### src/rtl/dev_info_regs.sv
// Device-information / housekeeping register file on an Avalon-MM slave:
// identity words, 64-bit uptime with hi snapshot, scratch, sticky status and a maskable irq.
module dev_info_regs #(
    parameter int unsigned INPUT_CLOCK = 100_000_000,
    parameter int unsigned TICK_HZ     = 1000,
    parameter int unsigned ADDR_W      = 4,
    parameter int unsigned NUM_STATUS  = 8,
    parameter logic [31:0] DEV_ID      = 32'h4D464441,
    parameter logic [31:0] VERSION     = 32'h0,
    parameter logic [31:0] TIMESTAMP   = 32'h0,
    parameter logic [31:0] HASH        = 32'h0
) (
    input  logic                  clk,
    input  logic                  reset,
    input  logic [ADDR_W-1:0]     ams_address,
    input  logic                  ams_read,
    input  logic                  ams_write,
    input  logic [31:0]           ams_writedata,
    input  logic [3:0]            ams_byteenable,
    output logic [31:0]           ams_readdata,
    output logic                  ams_readdatavalid,
    input  logic [4:0]            mkio_address,
    input  logic [31:0]           crc_in,
    input  logic [NUM_STATUS-1:0] status_in,
    output logic                  irq
);

    localparam int unsigned PRESCALE = INPUT_CLOCK / TICK_HZ;
    localparam int unsigned PS_W     = $clog2(PRESCALE);
    localparam logic [PS_W-1:0] PS_LAST = PS_W'(PRESCALE - 1);

    localparam logic [ADDR_W-1:0] A_ID      = ADDR_W'(0);
    localparam logic [ADDR_W-1:0] A_MKIO    = ADDR_W'(1);
    localparam logic [ADDR_W-1:0] A_UP_LO   = ADDR_W'(2);
    localparam logic [ADDR_W-1:0] A_UP_HI   = ADDR_W'(3);
    localparam logic [ADDR_W-1:0] A_VERSION = ADDR_W'(4);
    localparam logic [ADDR_W-1:0] A_CRC     = ADDR_W'(5);
    localparam logic [ADDR_W-1:0] A_TSTAMP  = ADDR_W'(6);
    localparam logic [ADDR_W-1:0] A_HASH    = ADDR_W'(7);
    localparam logic [ADDR_W-1:0] A_SCRATCH = ADDR_W'(8);
    localparam logic [ADDR_W-1:0] A_LIVE    = ADDR_W'(9);
    localparam logic [ADDR_W-1:0] A_STICKY  = ADDR_W'(10);
    localparam logic [ADDR_W-1:0] A_MASK    = ADDR_W'(11);
    localparam logic [ADDR_W-1:0] A_CTRL    = ADDR_W'(12);

    logic [31:0]           rdata_q, rdata_d;
    logic                  rvalid_q;
    logic                  irq_q;
    logic [PS_W-1:0]       prescale_q, prescale_d;
    logic [63:0]           uptime_q, uptime_d;
    logic [31:0]           shadow_q, shadow_d;
    logic [31:0]           scratch_q, scratch_d;
    logic [NUM_STATUS-1:0] live_q;
    logic [NUM_STATUS-1:0] sticky_q, sticky_d;
    logic [NUM_STATUS-1:0] mask_q, mask_d;
    logic                  freeze_q, freeze_d;

    logic                  wr_scratch, wr_mask, wr_sticky, ctrl_wr, ctrl_clear;
    logic [NUM_STATUS-1:0] w1c_bits;
    logic [31:0]           mask_wide_q, mask_wide_d;
    logic [31:0]           read_mux;

    assign wr_scratch = ams_write && (ams_address == A_SCRATCH);
    assign wr_mask    = ams_write && (ams_address == A_MASK);
    assign wr_sticky  = ams_write && (ams_address == A_STICKY) && ams_byteenable[0];
    assign ctrl_wr    = ams_write && (ams_address == A_CTRL) && ams_byteenable[0];
    assign ctrl_clear = ctrl_wr && ams_writedata[0];

    // A CLEAR command is a pure action: the FREEZE setting survives it.
    assign freeze_d = (ctrl_wr && !ams_writedata[0]) ? ams_writedata[1] : freeze_q;

    assign mask_wide_q = 32'(mask_q);

    genvar gi;
    generate
        for (gi = 0; gi < 4; gi++) begin : g_byte
            assign scratch_d[8*gi +: 8] = (wr_scratch && ams_byteenable[gi]) ?
                                          ams_writedata[8*gi +: 8] : scratch_q[8*gi +: 8];
            assign mask_wide_d[8*gi +: 8] = (wr_mask && ams_byteenable[gi]) ?
                                            ams_writedata[8*gi +: 8] : mask_wide_q[8*gi +: 8];
        end
        for (gi = 0; gi < NUM_STATUS; gi++) begin : g_w1c
            if (gi < 8) begin : g_lane0
                assign w1c_bits[gi] = wr_sticky && ams_writedata[gi];
            end else begin : g_none
                assign w1c_bits[gi] = 1'b0;
            end
        end
    endgenerate

    assign mask_d = mask_wide_d[NUM_STATUS-1:0];

    // A flag that is still live re-sets in the same edge, so it cannot be cleared.
    assign sticky_d = (sticky_q & ~w1c_bits) | live_q;

    // Snapshot the high word of the same counter value the low-word read returns.
    assign shadow_d = (ams_read && ams_address == A_UP_LO) ? uptime_q[63:32] : shadow_q;

    always_comb begin
        prescale_d = prescale_q;
        uptime_d   = uptime_q;
        if (ctrl_clear) begin
            prescale_d = '0;
            uptime_d   = '0;
        end else if (!freeze_q) begin
            if (prescale_q == PS_LAST) begin
                prescale_d = '0;
                uptime_d   = uptime_q + 64'd1;
            end else begin
                prescale_d = prescale_q + PS_W'(1);
            end
        end
    end

    always_comb begin
        read_mux = 32'h0;
        case (ams_address)
            A_ID:      read_mux = DEV_ID;
            A_MKIO:    read_mux = {27'b0, mkio_address};
            A_UP_LO:   read_mux = uptime_q[31:0];
            A_UP_HI:   read_mux = shadow_q;
            A_VERSION: read_mux = VERSION;
            A_CRC:     read_mux = crc_in;
            A_TSTAMP:  read_mux = TIMESTAMP;
            A_HASH:    read_mux = HASH;
            A_SCRATCH: read_mux = scratch_q;
            A_LIVE:    read_mux = 32'(live_q);
            A_STICKY:  read_mux = 32'(sticky_q);
            A_MASK:    read_mux = mask_wide_q;
            A_CTRL:    read_mux = {30'b0, freeze_q, 1'b0};
            default:   read_mux = 32'h0;
        endcase
    end

    assign rdata_d = ams_read ? read_mux : 32'h0;

    always_ff @(posedge clk) begin
        if (reset) begin
            rdata_q    <= '0;
            rvalid_q   <= 1'b0;
            irq_q      <= 1'b0;
            prescale_q <= '0;
            uptime_q   <= '0;
            shadow_q   <= '0;
            scratch_q  <= '0;
            live_q     <= '0;
            sticky_q   <= '0;
            mask_q     <= '0;
            freeze_q   <= 1'b0;
        end else begin
            rdata_q    <= rdata_d;
            rvalid_q   <= ams_read;
            irq_q      <= |(sticky_q & mask_q);
            prescale_q <= prescale_d;
            uptime_q   <= uptime_d;
            shadow_q   <= shadow_d;
            scratch_q  <= scratch_d;
            live_q     <= status_in;
            sticky_q   <= sticky_d;
            mask_q     <= mask_d;
            freeze_q   <= freeze_d;
        end
    end

    // Gating with reset drops a read whose data phase collides with reset.
    assign ams_readdata      = rdata_q & {32{~reset}};
    assign ams_readdatavalid = rvalid_q & ~reset;
    assign irq               = irq_q;

endmodule

### config.mk
export PLATFORM = sky130hd
export DESIGN_NAME = dev_info_regs
export DESIGN_NICKNAME = d
export VERILOG_FILES = /design/src/rtl/dev_info_regs.sv
export SDC_FILE = /design/constraint.sdc
export NUM_CORES = 1
export LEC_CHECK = 0
export BUFFER_PORTS_ARGS = -buffer_cell sky130_fd_sc_hd__buf_2
export CAP_MARGIN = 20
export CORE_AREA = 8 8 168 202
export CTS_BUF_LIST = sky130_fd_sc_hd__clkbuf_16
export DETAILED_ROUTE_END_ITERATION = 7
export DIE_AREA = 0 0 176 210
export PLACE_DENSITY_LB_ADDON = 0.08
export REMOVE_ABC_BUFFERS = 1
export SYNTH_ARGS = -nofsm -noshare
export SYNTH_HDL_FRONTEND = slang
export SYNTH_SLANG_ARGS = --single-unit
### constraint.sdc
create_clock -name clk -period 3 [get_ports clk]
set_input_delay 0.75 -clock clk [delete_from_list [all_inputs] [get_ports clk]]
set_output_delay 0.75 -clock clk [all_outputs]
set_load 0.1 [all_outputs]
# --- Yosys cells after proc, flatten, opt, wreduce, memory -nomap -nowiden ---
# Index checks and enable logic that the tools add are counted.
classes:
  n_addsub: 2
  eq_ne: 10
  mux: 2
  bitwise: 9
  reduce_logical: 28
ops:
  columns: ["operator", "count"]
  rows:
  - ["one-hot mux 32 bit (10 select lines)", 1]
  - ["adder 64 x 1 -> 64 bit, second input constant", 1]
  - ["AND 32 bit", 1]
  - ["logical AND 1 bit", 22]
  - ["== test 4 bit, second input constant", 5]
  - ["adder 17 x 1 -> 17 bit, second input constant", 1]
  - ["== test 17 bit, second input constant", 1]
  - ["two-way mux 17 bit", 1]
  - ["AND 8 bit", 2]
  - ["== test 4 x 2 -> 1 bit, second input constant", 2]
  - ["inverter 8 bit", 1]
  - ["OR 8 bit", 1]
  - ["OR reduction 8 bit", 1]
  - ["== test 4 x 1 -> 1 bit, second input constant", 1]
  - ["== test 4 x 3 -> 1 bit, second input constant", 1]
  - ["zero test 4 bit", 1]
  - ["OR reduction 2 bit", 2]
  - ["inverter 1 bit", 3]
  - ["AND reduction 2 bit", 1]
  - ["AND 1 bit", 1]
  - ["zero test 1 bit", 1]
totals:
  ff_bits: 204
  in_bits: 89
  word_cells: 65

# --- Logic depth before layout (Yosys ltp) ---
depth:
  ltp_word: 7
  ltp_mapped: 9

# --- Worst setup path before layout ---
# Ideal clock, no wire load.
synth_timing:
  path_kind: "in2out"
  startpoint: "input reset"
  endpoint: "output ams_readdata[0]"
  arrival_time_ns: 2.470
  required_ns: 2.250
  setup_slack_ns: -0.220
  path_stages: 3
  n_path_buf: 2
  cell_sequence: "clkbuf_1 > clkbuf_1 > nor2b_1"
synth_via:
  elab_chain_cells: 2
synth_rtl:
  columns: ["item", "line_no", "source"]
  rows:
  - ["start, declared", "14", "input logic reset,"]
  - ["inverter 1 bit", "166", "assign ams_readdata = rdata_q & {32{~reset}};"]
  - ["AND 32 bit", "166", null]
  - ["end, declared", "20", "output logic [31:0] ams_readdata,"]
# No other way between the ends.

# --- Final worst setup path ---
layout_timing:
  startpoint: "register uptime_q[8]"
  endpoint: "register uptime_q[57]"
layout_via:
  elab_chain_cells: 1
layout_rtl:
  columns: ["item", "line_no", "source"]
  rows:
  - ["start, declared", "50", "logic [63:0] uptime_q, uptime_d;"]
  - ["start signal, assigned", "155", "uptime_q <= uptime_d;"]
  - ["adder 64 x 1 -> 64 bit", "108", "uptime_d = uptime_q + 64'd1;"]
# No other way between the ends.
# A chain may end at the register's enable or synchronous reset.

==> impl_results.md <==
* Status: completed
* Final nets at 1,308
* Worst r2r dst: uptime_q[57]
* Setup violations, final at 0
* ANT cells at 0
* Row cnt at 71
* DR pass1 iterations at 8
* Worst reg2reg setup slack at 0.47 ns
* Yosys warns at 0
* Unrepaired setup endpoints after global routing: no
* Post-CTS Setup Bufs at 0
* Storage element area at 4080 um2
* DRT iter0 DRCs at 512
* Worst hold path class: in2reg
* Clock share of power at 47.7%
* Final Max Slew Viols at 0
* Share of post-route cells with drive strength above 1 at 18.5%
* Count of cell types in the netlist at 52
* DR vias at 8,398
* Area grow syn2layout at 23.4%
* Achievable Freq at 0.396 GHz
* Switching Fraction at 24.3%
* Syn Area/Cell at 8.39 um2
* CP max stage delay at 0.59 ns
* Clock Skews at 0.0153 ns
* DP HPWL at 22,100 um
* Port Buffers at 122
* GR Overflow Total at 0
* Initial Util at 29.4%
* Crit path capture: uptime_q[57]
* Post-DP Area at 10,500 um2
* First-pass GRT wire length at 48,400 um
* Fin. Hold Viols at 0
* Worst-path fanout max at 6
* Synthesized area at 9080 um2
* Pre-CTS setup slack at 0.359 ns
* Post-synthesis register bit count at 204
* Pwr per Cell Area at 525 nW/um2
* Vias in the first global route at 8,315
* Slew @ Worst Pin at 0.559 ns
* Worst r2r src: uptime_q[8]
* TritonCTS sink count at 204
* Period utilisation layout at 84.2%
* GRT Total Usage at 16.6%
* Crit-path most repeated cell: or4_1
* Cell taking the most area after synthesis: dfxtp_1
* Worst Setup Slack, final at 0.473 ns
* Die Ht at 210 um
* Crit path launch: uptime_q[8]
* CTS tree: built
* Number of CTS-inserted buffers at 24
* Final ANT Viol Nets at 0
* Crit Path Category: reg2reg
* Slew Limit Headroom at 62.7%
* Area occupied by multi-input gates at 4740 um2
* Cell count of the worst reg-to-reg path at 5
* Vias per cell at 5.13
* Die Footprint at 37,000 um2
* Ys flop type: dfxtp_1
* Fillers at 3,308
* DRC violations left at 0
* Post-DR wirelength/cell at 18.9 um
* Core area at 30,800 um2
* Slowest CP cell: or4_4
* Critical Path AT at 2.99 ns
* EDFF count, synth at 0
* Critical path data required time at 3.46 ns
* Gp weighted congestion at 0.803
* Async SR Flop Fraction at 0%
* Largest net degree at the start of global routing at 33
* Yosys top cell area share at 45.0%
* Maxcap violations at 0
* Register share of total power at 46.8%
* Clock transition at path regs at 0.06 ns
* Die extent in x at 176 um
* Synth Instances at 1,082
* Gate power share at 5.5%
* Seq/Total Area, Yosys at 45.0%
* Routed WL at 30,900 um
* Final instance area at 11,200 um2
* Post-CTS Hold Buffers at 0
* Sw Pwr at 1430 uW
* Worst Setup Start Kind: flop
* Antenna violations before repair at 0
* Minimum clock period at 2.53 ns
* Clk buf depth at 3
* IO Count at 123
* Worst Setup End Kind: flop
* Largest cells by area after synthesis: dfxtp_1 (45%), nand2_1 (6.5%), a21oi_1 (5.8%), mux2i_1 (5.3%), nor2_1 (4.3%)
* Leak at 0.00407 uW
* Worst IR Drop VDD at 314 uV
* Worst path cell trace: nand4_1 > or4_1 > or4_4 > or4_1 > a21oi_1
* Htree depth at 1
* Cts repair resizes at 0
* Internal at 4450 uW
* Clk_lat worst skew at 0.53 ns
* Root Buffer: clkbuf_16
cell usage in the layout (no fill, tap or decap), types with 18 or more instances in the layout:
master	Yosys	final
a222oi_1	19	19
nor2b_1	47	47
buf_4	0	46
mux2i_1	48	48
dfxtp_1	204	204
buf_2	1	121
a21oi_1	105	105
nor2_1	104	104
clkbuf_16	0	25
nand2_1	157	157
or3_1	32	32
nand4_1	31	31
and3_1	18	18
nand3_1	37	37
xor2_1	18	18
o21ai_0	36	36
metrics by stage:
stage / util [%] / setup TNS [ns] / hold slack [ns] / power (uW) / instances
after floorplan: - / -40.26 / 0.428 / 2930 / 1016
after global placement: 33.9 / 0 / 0.442 / 3140 / 1592
after detailed placement: 33.9 / 0 / 0.446 / 3140 / 1592
after CTS: 36.4 / 0 / 0.397 / 6010 / 1636
after global routing: 36.4 / 0 / 0.427 / 6130 / 1636
final: 36.4 / 0 / 0.425 / 5880 / 1636
state kept, by name (all words and copies together), names as in the netlist:
| name | flops |
|---|---|
| shadow_q | 32 |
| rdata_q | 32 |
| sticky_q | 8 |
| scratch_q | 32 |
| rvalid_q | 1 |
| uptime_q | 64 |
| irq | 1 |
| freeze_q | 1 |
| mask_q | 8 |
| live_q | 8 |
| prescale_q | 17 |
synthesized netlist by cell type, drive strengths merged, types with 3 or more instances:
master and n:
nor2b 47, a21oi 105, a22oi 16, a22o 3
o31ai 14, nor2 104, nor4 14, and4 7
a31oi 6, buf 5, nand2b 5, nor3 11
clkbuf 61, or4 16, a222oi 19, and3 18
dfxtp 204, and2 3, or3 32, nand2 157
mux2 7, a221oi 3, o21ai 36, nand4 31
xor2 18, a41oi 8, inv 6, nand3 37
mux2i 48, nor3b 5, xnor2 16
kinds of logic after synthesis:
| kind of cell | synth area share [%] |
|---|---|
| simple gates | 27.4 |
| fa+ha+maj | 0.276 |
| buf+inv | 2.99 |
| flops | 45.0 |
| xor+xnor | 3.28 |
| mux | 6.16 |
| compound gates | 14.9 |
worst min path at each step:
stage                 startpoint           end  slack [ns]  cells after the start
CTS                 status_in[4]     live_q[4]        0.40                      2
finish              status_in[4]     live_q[4]        0.42                      2
detailed placement  shadow_q[20]  shadow_q[20]        0.45                      2
global route        status_in[5]     live_q[5]        0.43                      2
floorplan            shadow_q[3]   shadow_q[3]        0.43                      2
global placement    shadow_q[19]  shadow_q[19]        0.44                      2
per-layer routing:
layer	up-vias	track usage [%]	share of wire, %
met3	36	2.54	5.3
met4	0	5.06	2.0
met5	-	0	0
li1	4168	-	-
met1	3980	22.4	47
met2	214	26.8	46
critical path, delay by kind of cell, from the launching register on:
kind / cells / cell delay, ns
AND/OR/NAND/NOR: 4 / 1.84
flip-flops: 1 / 0.47
AO/OA/AOI/OAI: 1 / 0.14
final cells by class:
class	count	area share, %
multi-input cells	806	42.3
flip-flops and latches	204	36.4
repair buffers	175	9.92
clock buffers	25	5.58
well taps	401	4.48
clock inverters	19	1.09
inverters	6	0.201
power by group through the flow:
stage | combinational (uW) | clock (uW) | sequential (uW)
2_1_floorplan | 121 | 0 | 2810
3_3_place_gp | 331 | 0 | 2810
3_5_place_dp | 329 | 0 | 2810
4_1_cts | 330 | 2920 | 2750
5_1_grt | 356 | 3020 | 2750
6_report | 325 | 2810 | 2750
(Power assumes the default switching activity.)
